===== src/rtl/signed_mul_seq_pkg.sv =====
// Shared definitions for the signed sequential multiplier: sequencer states and
// default widths.
package signed_mul_seq_pkg;

   localparam int unsigned DEF_WIDTH  = 16;
   localparam int unsigned DEF_PROD_W = 2 * DEF_WIDTH;

   typedef enum logic [2:0] {
      IDLE  = 3'd0,
      ABS_A = 3'd1,
      ABS_B = 3'd2,
      MUL   = 3'd3,
      FIX   = 3'd4,
      DONE  = 3'd5
   } state_t;

endpackage


===== src/rtl/signed_mul_seq_cond_negate32.sv =====
// Conditional two's-complement negation: result = (data ^ {W{neg}}) + neg.
// Shared by the multiplier for both operand magnitudes and the result sign fix-up.
module cond_negate32
   import signed_mul_seq_pkg::*;
#(
   parameter int unsigned W = DEF_PROD_W
)(
   input  logic [W-1:0] data,
   input  logic         neg,
   output logic [W-1:0] result
);

   always_comb begin
      result = (data ^ {W{neg}}) + {{(W-1){1'b0}}, neg};
   end

endmodule


===== src/rtl/signed_mul_seq.sv =====
// Multi-cycle signed WIDTH x WIDTH multiplier: sign/magnitude conversion through one
// shared negate unit, a radix-2 shift-add loop, then sign fix-up of the product.
module signed_mul_seq
   import signed_mul_seq_pkg::*;
#(
   parameter int unsigned WIDTH = DEF_WIDTH
)(
   input  logic                 clk,
   input  logic                 reset,
   input  logic                 in_valid,
   output logic                 in_ready,
   input  logic [WIDTH-1:0]     a,
   input  logic [WIDTH-1:0]     b,
   output logic                 out_valid,
   input  logic                 out_ready,
   output logic [2*WIDTH-1:0]   product,
   output logic                 busy
);

   localparam int unsigned PROD_W = 2 * WIDTH;
   localparam int unsigned CNT_W  = (WIDTH > 2) ? $clog2(WIDTH) : 1;
   localparam logic [CNT_W-1:0] CNT_LAST = CNT_W'(WIDTH - 1);

   state_t              state, state_nx;
   logic [WIDTH-1:0]    a_reg, b_reg, mag_a, mag_b;
   logic                sign;
   logic [PROD_W-1:0]   acc, product_reg;
   logic [CNT_W-1:0]    cnt;
   logic [PROD_W-1:0]   neg_data, neg_result;
   logic                neg_ctl;
   logic                accept;

   assign accept  = in_valid & in_ready;
   assign product = product_reg;

   always_ff @(posedge clk) begin
      if (reset) state <= IDLE;
      else       state <= state_nx;
   end

   always_comb begin
      state_nx = state;
      case (state)
         IDLE:    if (in_valid) state_nx = ABS_A;
         ABS_A:   state_nx = ABS_B;
         ABS_B:   state_nx = MUL;
         MUL:     if (cnt == CNT_LAST) state_nx = FIX;
         FIX:     state_nx = DONE;
         DONE:    if (out_ready) state_nx = IDLE;
         default: state_nx = IDLE;
      endcase
   end

   always_comb begin
      in_ready  = (state == IDLE);
      busy      = (state != IDLE);
      out_valid = (state == DONE);
   end

   // One negate unit serves three steps; idle steps feed it zero.
   always_comb begin
      neg_data = '0;
      neg_ctl  = 1'b0;
      case (state)
         ABS_A: begin
            neg_data = {{WIDTH{a_reg[WIDTH-1]}}, a_reg};
            neg_ctl  = a_reg[WIDTH-1];
         end
         ABS_B: begin
            neg_data = {{WIDTH{b_reg[WIDTH-1]}}, b_reg};
            neg_ctl  = b_reg[WIDTH-1];
         end
         FIX: begin
            neg_data = acc;
            neg_ctl  = sign;
         end
         default: ;
      endcase
   end

   cond_negate32 #(.W(PROD_W)) u_negate (
      .data   (neg_data),
      .neg    (neg_ctl),
      .result (neg_result)
   );

   always_ff @(posedge clk) begin
      if (reset) begin
         a_reg       <= '0;
         b_reg       <= '0;
         sign        <= 1'b0;
         mag_a       <= '0;
         mag_b       <= '0;
         acc         <= '0;
         cnt         <= '0;
         product_reg <= '0;
      end else begin
         case (state)
            IDLE: begin
               if (accept) begin
                  a_reg <= a;
                  b_reg <= b;
                  sign  <= a[WIDTH-1] ^ b[WIDTH-1];
               end
            end
            // Low WIDTH bits suffice: the most negative operand maps to 2^(WIDTH-1) unsigned.
            ABS_A: mag_a <= neg_result[WIDTH-1:0];
            ABS_B: begin
               mag_b <= neg_result[WIDTH-1:0];
               acc   <= '0;
               cnt   <= '0;
            end
            MUL: begin
               if (mag_b[0]) acc <= acc + (PROD_W'(mag_a) << cnt);
               mag_b <= mag_b >> 1;
               cnt   <= cnt + 1'b1;
            end
            FIX: product_reg <= neg_result;
            default: ;
         endcase
      end
   end

endmodule


===== config.mk =====
export PLATFORM = sky130hd
export DESIGN_NAME = signed_mul_seq
export DESIGN_NICKNAME = d
export VERILOG_FILES = /design/src/rtl/signed_mul_seq_pkg.sv /design/src/rtl/signed_mul_seq_cond_negate32.sv /design/src/rtl/signed_mul_seq.sv
export SDC_FILE = /design/constraint.sdc
export NUM_CORES = 1
export LEC_CHECK = 0
export CORE_MARGIN = 4
export CORE_UTILIZATION = 60
export DETAILED_ROUTE_END_ITERATION = 10
export HOLD_SLACK_MARGIN = 0.05
export MAX_ROUTING_LAYER = met4
export PLACE_DENSITY_LB_ADDON = 0.12
export SLEW_MARGIN = 10
export SYNTH_ARGS = -nofsm -noshare
export SYNTH_HDL_FRONTEND = slang
export SYNTH_SLANG_ARGS = --single-unit

===== constraint.sdc =====
create_clock -name clk -period 4.75 [get_ports clk]
set_clock_uncertainty 0.05 [all_clocks]
set_input_delay 1.1875 -clock clk [delete_from_list [all_inputs] [get_ports clk]]
set_output_delay 1.1875 -clock clk [all_outputs]
set_load 0.005 [all_outputs]

==> results.toml <==
[timing]
drv_slew = 0
worstMarginPinSlew_ns = 1.064
hold_viol = 0
fin_ws_ns = 0.3052
timing.fmax_mhz = 225.0
final.setup.tns_ns = 0
rsz0062_at_grt = "false"
min_period_over_period_pct = 93.58
period_needed_ns = 4.445
worst_hold_slack_ns = 0.4005
max-slew-margin-rel_pct = 29.07
setup_viol = 0

[routing]
drtIter0Drc = 799
wl_per_cell_um = 17.54
firstDrtPassIters = 5
drcViolationCount = 0
ant_nets = 0
dr_total_vias = 9098
vias_per_cell = 6.164
wirelength_um = 25890

[worst_setup_path]
critical_path_class = "reg2reg"
worstPathCellList = "mux4_2, mux2_2, nand2_1, o21ai_0, ha_1, and2_1, a221o_1, a211oi_1, o221a_2, o221ai_1, o31ai_1, o21ai_0, a211o_1"
cp.required_ns = 5.02
arrival_ns = 4.72
start_kind = "flop"
critPathSlowestCell = "dfxtp_1"
worst-path-buf-inv = 0
path_delay_family = "compound AO/OA/AOI/OAI gates"
slowest_delay_ns = 0.67
crit_fanout = 12
worst_path_most_repeated_cell = "o21ai_0"
crit_path_end_kind = "flop"

[yosys]
syn_inst = 1229
postSynthAreaPerCell_sq_um = 7.608
synth.area.mux_share_pct = 4.750
synth-simple-area-share_pct = 25.93
ys.flop_type = "dfxtp_1"
ys_seq_elements = 136
synth_compound_gate_area_share_pct = 24.70
async_reset_ff_share_pct = 0
syn-cell-area_sq_um = 9350
ys_types = 86
syn-num-nets = 1300
seq_area_frac_synth_pct = 29.12
synthXorXnorAreaFrac_pct = 5.808
synth_warnings = 0
synth_top_family_by_area = "simple AND/OR/NAND/NOR gates"
synth-edff-count = 0
yosys.area_share.adder_pct = 4.764

[placed_design]
dpl.cell_count = 1444
gp_congestion = 0.9878
place_hpwl_um = 18520
place_ws_ns = 0.3454
io_buffers = 70
post_dp_cell_area_sq_um = 10160

[min_path]
min_path_type = "reg2reg"

[cells_and_area]
drive_gt1_share_pct = 8.300
final_cell_mix = "202 x nand2_1, 135 x dfxtp_1, 132 x a21oi_1"
nets = 1323
instances_no_fill = 1476
antenna_cells_inserted = 0
layout_commonest_cell = "nand2_1"
postLayoutCoreUtil_pct = 70.27
fin_area_sq_um = 10720
synthToLayoutAreaGrowth_pct = 14.68

[clock_network]
cts_root_buf = "clkbuf_16"
cts_buffers = 17
h-tree-depth = 4
clockBufferDepth = 2
cts_setup_buffers = 0
cts_tree = "done"
clk_latency_ns = 0.43
clkSinkCount = 136
cts.clk_slew.worst_paths_ns = 0.07

[status]
outcome = "complete, no violations"

[die]
io-pin-count = 71
die_height_um = 132.8
start_util_pct = 61.28
core_area_sq_um = 15260
num_rows = 45
chipWidth_um = 132.8
die-area_sq_um = 17650

[run]
drv_cap = 0

[grt]
antenna_found_initial = 0
grt_pass1_wl_um = 42350
grt-ovfl-total = 0
grt_pass1_vias = 8346
grt_use_total_pct = 29.89
grt_max_degree = 72

[power_and_ir_drop]
p_per_area_nw_per_um2 = 307.5
finalPower_mw = 3.297
p_leak_nw = 3.854
vdd_drop_max_uv = 276.2
final timing paths:
kind	endpoint	startpoint	depth (start not counted)	slack [ns]
max	acc[31]	cnt[0]	13	0.31
min	a_reg[1]	a_reg[1]	2	0.40
max reg2reg	acc[31]	cnt[0]	13	0.31
min reg2reg	a_reg[1]	a_reg[1]	2	0.40
synth_stat cells, drive strengths merged, types with 9 or more instances:
library cell | n | area, sq um
mux2i | 23 | 230.2
nor2b | 24 | 150.1
a31oi | 10 | 62.56
ha | 34 | 425.4
and2 | 11 | 68.82
nand2b | 12 | 75.07
nand3 | 31 | 160.1
nand4 | 11 | 68.82
o21a | 11 | 82.58
nor2 | 90 | 337.8
nor4bb | 12 | 126.4
o31ai | 9 | 67.56
nor4 | 11 | 81.32
a22oi | 14 | 105.1
mux2 | 9 | 101.4
inv | 23 | 86.33
xnor2 | 43 | 376.6
o21ai | 70 | 354.1
dfxtp | 136 | 2723
clkbuf | 77 | 290.3
and3 | 10 | 62.56
a221oi | 12 | 165.2
buf | 16 | 80.07
xor2 | 19 | 166.4
a21oi | 132 | 660.6
a21o | 9 | 67.56
a211oi | 18 | 135.1
nand2 | 202 | 758.2
nor3 | 28 | 140.1
worst reg2reg max path, cell delays in order (launching register included):
cell	delay [ns]
dfxtp_1	0.67
mux4_2	0.60
mux2_2	0.29
nand2_1	0.06
o21ai_0	0.13
ha_1	0.43
and2_1	0.24
a221o_1	0.33
a211oi_1	0.29
o221a_2	0.24
o221ai_1	0.15
o31ai_1	0.43
o21ai_0	0.17
a211o_1	0.27
logic make-up after synthesis:
| logic type | after synthesis |
|---|---|
| flip-flops | 136 |
| adder cells (fa/ha/maj) | 35 |
| multiplexers | 37 |
| XOR/XNOR | 62 |
| buffers and inverters | 117 |
| AND/OR/NAND/NOR | 491 |
| AO/OA/AOI/OAI | 351 |
what timing repair did:
item                                    CTS  global route
resized for setup                         0             1
hold buffers                              0             0
endpoints found under the setup margin    0             5
power by group:
group	internal, mW	switching (mW)	leakage [nW]	total [mW]
sequential	1.21	0.0625	1.10	1.27
clock	0.709	0.572	0.269	1.28
combinational	0.287	0.457	2.48	0.744
final cells by class:
cell class | instances | area (sq um)
fillers | 1315 | 4536
flip-flops and latches | 136 | 2724
well taps | 211 | 264.0
inverters | 24 | 90.09
clock buffers | 19 | 452.9
repair buffers | 97 | 900.9
multi-input cells | 976 | 6178
clock inverters | 13 | 112.6
per-layer routing:
| metal | up-vias | routed length, um | track usage, % | part of all wire, % |
|---|---|---|---|---|
| met1 | 4241 | 11700 | 39.54 | 45 |
| met2 | 310 | 11810 | 46.64 | 46 |
| met4 | 0 | 856 | 11.14 | 3.3 |
| met3 | 54 | 1527 | 4.183 | 5.9 |
| li1 | 4493 | - | - | - |
| met5 | - | 0 | - | 0 |
Power figures use the tool's default switching activity.
